===== src/rtl/seven_seg_scan_ctrl_pkg.sv =====
// Shared constants and helpers for the multiplexed seven-segment controller:
// the hex-to-segment table, the blank pattern and anode drive helpers.
package seven_seg_pkg;

    // Widest display the controller is built for; anode helpers work at this
    // width and the top slices off the digits it actually has.
    localparam int MAX_DIGITS = 8;

    // Segment order is {g,f,e,d,c,b,a}, active-low, so all ones is dark.
    localparam logic [6:0] SEG_BLANK = 7'h7F;

    // All anodes released (active-low anodes, so all ones is off).
    localparam logic [MAX_DIGITS-1:0] AN_OFF = '1;

    typedef logic [3:0] nibble_t;

    // Standard active-low hex glyphs, indexed by nibble value 0..F.
    localparam logic [6:0] HEX_SEG [16] = '{
        7'h40, 7'h79, 7'h24, 7'h30,   // 0 1 2 3
        7'h19, 7'h12, 7'h02, 7'h78,   // 4 5 6 7
        7'h00, 7'h10, 7'h08, 7'h03,   // 8 9 A b
        7'h46, 7'h21, 7'h06, 7'h0E    // C d E F
    };

    function automatic logic [6:0] hex_to_seg(input nibble_t nib);
        return HEX_SEG[nib];
    endfunction

    // Anode pattern with every digit off.
    function automatic logic [MAX_DIGITS-1:0] an_off();
        return AN_OFF;
    endfunction

    // Anode pattern that pulls exactly the selected digit low when on=1,
    // otherwise leaves every anode released.
    function automatic logic [MAX_DIGITS-1:0] an_drive(input logic [2:0] idx,
                                                       input logic       on);
        logic [MAX_DIGITS-1:0] pat;
        pat = an_off();
        if (on) begin
            pat[idx] = 1'b0;
        end
        return pat;
    endfunction

endpackage


===== src/rtl/seven_seg_scan_timer.sv =====
// Scan timing for the seven-segment controller: free-running prescaler,
// digit index, wrap detection, registered frame_start pulse and the PWM
// compare value taken from the top bits of the prescaler.
module seven_seg_scan_timer
    import seven_seg_pkg::*;
#(
    parameter int NUM_DIGITS = 4,
    parameter int DIVIDE_BY  = 17,
    parameter int BRIGHT_W   = 3,
    parameter int IDX_W      = 2
) (
    input  logic                clk_i,
    input  logic                reset_ni,
    output logic                wrap_o,
    output logic [IDX_W-1:0]    idx_o,
    output logic                frame_start_o,
    output logic [BRIGHT_W-1:0] pwm_p_o
);

    logic [DIVIDE_BY-1:0] presc_q, presc_d;
    logic [IDX_W-1:0]     idx_q, idx_d;
    logic                 fs_q, fs_d;
    logic                 tick;
    logic                 last_digit;

    // Next-state logic: slot tick when the prescaler is all ones, index
    // advances on the tick and wraps after the last digit.
    always_comb begin
        tick       = &presc_q;
        last_digit = (idx_q == IDX_W'(NUM_DIGITS - 1));
        presc_d    = presc_q + DIVIDE_BY'(1);
        idx_d      = idx_q;
        if (tick) begin
            idx_d = last_digit ? '0 : idx_q + IDX_W'(1);
        end
        fs_d = tick && last_digit;
    end

    // Timing state registers with synchronous active-low reset.
    always_ff @(posedge clk_i) begin
        if (!reset_ni) begin
            presc_q <= '0;
            idx_q   <= '0;
            fs_q    <= 1'b0;
        end else begin
            presc_q <= presc_d;
            idx_q   <= idx_d;
            fs_q    <= fs_d;
        end
    end

    // The wrap is the tick that takes the index from the last digit back to
    // digit 0; the top uses it to swap the display buffer in the same edge.
    assign wrap_o        = tick && last_digit;
    assign idx_o         = idx_q;
    assign frame_start_o = fs_q;
    assign pwm_p_o       = presc_q[DIVIDE_BY-1 -: BRIGHT_W];

endmodule


===== src/rtl/seven_seg_scan_ctrl.sv =====
// N-digit multiplexed seven-segment controller. Holds a double-buffered
// value/decimal-point register that only swaps on the frame wrap (no
// tearing), applies leading-zero blanking and PWM brightness, and drives
// registered an/seg/dp pins.
module seven_seg_scan_ctrl
    import seven_seg_pkg::*;
#(
    parameter int NUM_DIGITS = 4,
    parameter int DIVIDE_BY  = 17,
    parameter int BRIGHT_W   = 3
) (
    input  logic                    clk,
    input  logic                    reset,
    input  logic [4*NUM_DIGITS-1:0] value,
    input  logic                    load,
    input  logic [NUM_DIGITS-1:0]   dp_in,
    input  logic                    blank_lz,
    input  logic [BRIGHT_W-1:0]     brightness,
    output logic                    pending,
    output logic                    frame_start,
    output logic [NUM_DIGITS-1:0]   an,
    output logic [6:0]              seg,
    output logic                    dp
);

    localparam int IDX_W = (NUM_DIGITS > 1) ? $clog2(NUM_DIGITS) : 1;

    logic                    wrap;
    logic [IDX_W-1:0]        idx;
    logic [BRIGHT_W-1:0]     pwm_p;

    logic [4*NUM_DIGITS-1:0] shadow_val_q, shadow_val_d;
    logic [NUM_DIGITS-1:0]   shadow_dp_q,  shadow_dp_d;
    logic [4*NUM_DIGITS-1:0] active_val_q, active_val_d;
    logic [NUM_DIGITS-1:0]   active_dp_q,  active_dp_d;
    logic                    pending_q,    pending_d;

    logic [NUM_DIGITS-1:0]   an_q,  an_d;
    logic [6:0]              seg_q, seg_d;
    logic                    dp_q,  dp_d;

    logic [NUM_DIGITS-1:0]   blank_vec;
    nibble_t                 cur_nib;
    logic                    cur_dp;
    logic                    cur_blank;
    logic                    pwm_on;
    logic                    show;
    logic [MAX_DIGITS-1:0]   an_pat;

    seven_seg_scan_timer #(
        .NUM_DIGITS (NUM_DIGITS),
        .DIVIDE_BY  (DIVIDE_BY),
        .BRIGHT_W   (BRIGHT_W),
        .IDX_W      (IDX_W)
    ) u_timer (
        .clk_i         (clk),
        .reset_ni      (reset),
        .wrap_o        (wrap),
        .idx_o         (idx),
        .frame_start_o (frame_start),
        .pwm_p_o       (pwm_p)
    );

    // Double buffer: load always writes the shadow; the wrap copies the
    // shadow to the active copy. A load on the wrap edge itself leaves the
    // old shadow going live and keeps the new one pending for next frame.
    always_comb begin
        shadow_val_d = shadow_val_q;
        shadow_dp_d  = shadow_dp_q;
        active_val_d = active_val_q;
        active_dp_d  = active_dp_q;
        pending_d    = pending_q;
        if (wrap && pending_q) begin
            active_val_d = shadow_val_q;
            active_dp_d  = shadow_dp_q;
            pending_d    = 1'b0;
        end
        if (load) begin
            shadow_val_d = value;
            shadow_dp_d  = dp_in;
            pending_d    = 1'b1;
        end
    end

    // Leading-zero blanking, scanning from the most significant digit down:
    // once a non-zero nibble or a set decimal point is seen, that digit and
    // all lower ones stay lit. Digit 0 is never blanked.
    always_comb begin
        logic keep;
        keep      = 1'b0;
        blank_vec = '0;
        for (int i = NUM_DIGITS - 1; i >= 0; i--) begin
            if ((active_val_q[4*i +: 4] != 4'h0) || active_dp_q[i]) begin
                keep = 1'b1;
            end
            blank_vec[i] = blank_lz && (i != 0) && !keep;
        end
    end

    // Select the current digit's data and build the next pin values. Full
    // brightness is a special case because p never exceeds all ones.
    always_comb begin
        cur_nib   = 4'h0;
        cur_dp    = 1'b0;
        cur_blank = 1'b0;
        for (int i = 0; i < NUM_DIGITS; i++) begin
            if (idx == IDX_W'(i)) begin
                cur_nib   = active_val_q[4*i +: 4];
                cur_dp    = active_dp_q[i];
                cur_blank = blank_vec[i];
            end
        end
        pwm_on = (&brightness) || (pwm_p < brightness);
        show   = pwm_on && !cur_blank;
        an_pat = an_drive(3'(idx), show);
        an_d   = an_pat[NUM_DIGITS-1:0];
        seg_d  = show ? hex_to_seg(cur_nib) : SEG_BLANK;
        dp_d   = show ? ~cur_dp : 1'b1;
    end

    // Buffer and output registers; reset discards any pending load and
    // darkens the display.
    always_ff @(posedge clk) begin
        if (!reset) begin
            shadow_val_q <= '0;
            shadow_dp_q  <= '0;
            active_val_q <= '0;
            active_dp_q  <= '0;
            pending_q    <= 1'b0;
            an_q         <= AN_OFF[NUM_DIGITS-1:0];
            seg_q        <= SEG_BLANK;
            dp_q         <= 1'b1;
        end else begin
            shadow_val_q <= shadow_val_d;
            shadow_dp_q  <= shadow_dp_d;
            active_val_q <= active_val_d;
            active_dp_q  <= active_dp_d;
            pending_q    <= pending_d;
            an_q         <= an_d;
            seg_q        <= seg_d;
            dp_q         <= dp_d;
        end
    end

    assign pending = pending_q;
    assign an      = an_q;
    assign seg     = seg_q;
    assign dp      = dp_q;

endmodule

===== config.mk =====
export PLATFORM = sky130hd
export DESIGN_NAME = seven_seg_scan_ctrl
export DESIGN_NICKNAME = d
export VERILOG_FILES = /design/src/rtl/seven_seg_scan_ctrl_pkg.sv /design/src/rtl/seven_seg_scan_timer.sv /design/src/rtl/seven_seg_scan_ctrl.sv
export SDC_FILE = /design/constraint.sdc
export NUM_CORES = 1
export LEC_CHECK = 0
export CORE_MARGIN = 1.5
export CORE_UTILIZATION = 35
export CTS_CLUSTER_DIAMETER = 80
export DETAILED_ROUTE_END_ITERATION = 16
export SLEW_MARGIN = 20
export SYNTH_ARGS = -nofsm -noshare
export SYNTH_HDL_FRONTEND = slang
export SYNTH_SLANG_ARGS = --single-unit
export TNS_END_PERCENT = 1

===== constraint.sdc =====
create_clock -name clk -period 4.6 [get_ports clk]
set_input_delay 0.69 -clock clk [delete_from_list [all_inputs] [get_ports clk]]
set_output_delay 0.69 -clock clk [all_outputs]
set_load 0.005 [all_outputs]

==> flow_metrics.py <==
metrics = {
    "setup_path": {
        "cp_slowest_cell": "nand3_1",
        "critPathTopFamily": "simple AND/OR/NAND/NOR gates",
        "r2r_start": "u_timer.presc_q[0]",
        "critPathKind": "reg -> reg",
        "r2r_slack_ps": 1970,
        "worst-path-buf-inv": 0,
        "crit_arrival_ps": 2860,
        "crit_required_ps": 4830,
        "critPathLaunchType": "register",
        "r2r_cells": 8,
        "critPathCaptureType": "register",
        "path_cells": "ha_1, nand2_1, nor3_1, and3_1, ha_1, nand3_1, nand2_1, a21boi_0",
        "critPathMaxFanout": 20,
        "worstReg2RegEnd": "active_val_q[8]",
        "crit_path_max_incr_delay_ps": 600,
    },
    "cells_and_area": {
        "drive_gt1_share_pct": 5.88,
        "syn2layout_area_growth_pct": 20.2,
        "final_nets": 427,
        "n_fill_cell": 895,
        "mostFrequentLayoutCells": "dfxtp_1 (73), nand2_1 (60), clkdlybuf4s50_1 (40)",
        "mostFrequentLayoutCell": "dfxtp_1",
        "antenna_cells": 0,
        "fin_area_um2": 3980,
    },
    "grt": {
        "gr-total-overflow": 0,
        "antenna_found_initial": 0,
        "grt.total_usage_pct": 13.5,
        "grt_max_degree": 64,
        "grt_pass1_vias": 2309,
        "grt_pass1_wl_mm": 10.8,
    },
    "drt": {
        "drt-vias-per-instance": 4.79,
        "wl_met1_mm": 3.13,
        "avgRoutedWirePerCell_um": 12.2,
        "top_layer_used": "met4",
        "antenna_left": 0,
        "first_iter_violations": 129,
        "drc": 0,
        "routed_wl_mm": 6.10,
        "num_vias": 2404,
        "drt_first_pass_iters": 4,
        "met3_length_um": 276,
        "route.met2.wl_mm": 2.54,
    },
    "sta": {
        "fin_crit_ps": 2630,
        "setup_viol": 0,
        "max_clock_freq_mhz": 380,
        "period_share_pct": 57.2,
        "slew_headroom_pct": 47.6,
        "fin_ws_ps": 1970,
        "tightest_slew_ps": 784,
        "rsz0062_at_grt": "no",
        "skew_ps": 10.2,
        "finalHoldViolCount": 0,
        "drv_slew": 0,
        "final.setup.tns_ps": 0,
    },
    "run_status": {
        "status": "finished, final reports clean",
    },
    "floorplan": {
        "fp.dieArea_um2": 10000,
        "dieHeight_um": 100,
        "die_w_um": 100,
        "coreArea_um2": 9200,
        "start_util_pct": 36.0,
        "fp-row-count": 35,
        "pin_count": 41,
    },
    "logic_synthesis": {
        "synth-seq-cells": 73,
        "synthFlopType": "dfxtp_1",
        "synth_edf_count": 0,
        "netlist_area_um2": 3310,
        "synth_cell_types": 40,
        "async_flop_share_pct": 0,
        "synth_cells": 354,
        "ys_seq_area_share_pct": 44.2,
        "yosysWarnings": 0,
        "synth_nets": 395,
        "ys_top_cells_by_area": "dfxtp_1 (44%), mux2i_1 (8.2%), nand2_1 (6.8%)",
        "syn_avg_cell_area_um2": 9.35,
        "netlist.area_leader.share_pct": 44.2,
        "synth_top_cell_by_area": "dfxtp_1",
    },
    "placed_design": {
        "hpwl_mm": 4.28,
        "port_buffers": 40,
        "post_dp_cell_area_um2": 3750,
        "gp_congestion": 0.796,
        "preCtsSetupSlack_ps": 1750,
    },
    "cts": {
        "htreeDepth": 3,
        "cts_setup_buffers": 0,
        "clk_path_buf_depth": 2,
        "cts-root-buf": "clkbuf_8",
        "cts.clk_slew.worst_paths_ps": 80,
        "clock-sinks": 73,
        "insertion_delay_ps": 340,
        "postCtsHoldBufs": 0,
        "cts_resized": 0,
        "cts_buffers": 9,
        "cts_tree": "done",
    },
    "pwr": {
        "p_leak_nw": 1.52,
        "ir_drop_uv": 179,
        "powerDensity_nw_per_um2": 325,
    },
    "hold_path": {
        "hold_end": "u_timer.presc_q[0]",
        "hold_start": "u_timer.presc_q[0]",
        "worstHoldPathCells": 1,
        "hp-class": "reg -> reg",
    },
    "job": {
        "maxCapViolations": 0,
    },
}
[worst max path at each step]
stage | start | slack [ps] | cells past startpoint | to
after floorplan | u_timer.idx_o[0] | 2470 | 10 | seg[0]
after global placement | reset | 1800 | 6 | seg[4]
after detailed placement | reset | 1750 | 6 | seg[4]
after CTS | u_timer.presc_q[0] | 1940 | 8 | active_val_q[3]
after global routing | u_timer.presc_q[0] | 1680 | 8 | active_val_q[3]
final | u_timer.presc_q[0] | 1970 | 8 | active_val_q[8]
[registers in the layout (all words and copies together) (netlist names)]
signal                 cells
u_timer.frame_start_o      1
dp                         1
shadow_val_q              16
shadow_dp_q                4
u_timer.idx_o              2
active_dp_q                4
seg                        7
u_timer.presc_q           17
pending                    1
active_val_q              16
an                         4
[power by group]
group / switching, mW / total (mW) / internal [mW]
Combinational: 0.0276 / 0.0775 / 0.0499
Clock: 0.237 / 0.559 / 0.322
Sequential: 0.00920 / 0.659 / 0.650
[layer usage]
| layer | vias to the layer above | global-route usage, % |
|---|---|---|
| met5 | - | 0 |
| met4 | 0 | 6.72 |
| met3 | 13 | 3.83 |
| met2 | 55 | 19.8 |
| met1 | 1086 | 18.1 |
| li1 | 1250 | - |
[synth_stat cells (2+ instances only)]
master and n:
nand3_1 8, nor2_1 4, nand3b_1 6, clkbuf_1 10
a21boi_0 22, buf_2 6, or3_1 3, inv_1 11
a211oi_1 4, xor2_1 6, buf_6 2, dfxtp_1 73
o211ai_1 3, and2_1 13, xnor2_1 7, a21oi_1 6
a22oi_1 2, nand4_1 3, nor2b_1 31, nand2_1 60
nor4_1 2, and3_1 4, mux2i_1 27, nor3b_1 3
a211o_1 2, ha_1 14, buf_4 3, o21ai_0 4
nor3_1 4
[logic make-up after synthesis]
group | share of synthesized area [%]
AND/OR/NAND/NOR | 23.1
flip-flops | 44.2
AO/OA/AOI/OAI | 10.9
buffers and inverters | 4.65
multiplexers | 8.51
adder cells (fa/ha/maj) | 5.29
XOR/XNOR | 3.44
[worst reg2reg max path, cell delays in order (launching register included)]
cell and delay (ps):
dfxtp_1 360, ha_1 210, nand2_1 130, nor3_1 340, and3_1 220, ha_1 280, nand3_1 600, nand2_1 260
a21boi_0 110
[final cells by class]
cell class                      instances  area, µm²  share of cell area, %
Multi-Input combinational cell        249       1690                   42.6
Sequential cell                        73       1460                   36.7
Timing Repair Buffer                   42        415                   10.4
Tap cell                              111        139                   3.49
Clock buffer                           10        138                   3.46
Clock inverter                          6       90.1                   2.26
Inverter                               11       41.3                   1.04
[through the flow]
stage | hold WS [ps] | total power, mW | cells | util, %
2_1_floorplan | 421 | 0.712 | 354 | -
3_3_place_gp | 436 | 0.751 | 486 | 40.8
3_5_place_dp | 451 | 0.752 | 486 | 40.8
4_1_cts | 464 | 1.32 | 502 | 43.3
5_1_grt | 493 | 1.35 | 502 | 43.3
6_report | 459 | 1.29 | 502 | 43.3
No activity file was read; power rests on OpenSTA's default activity.
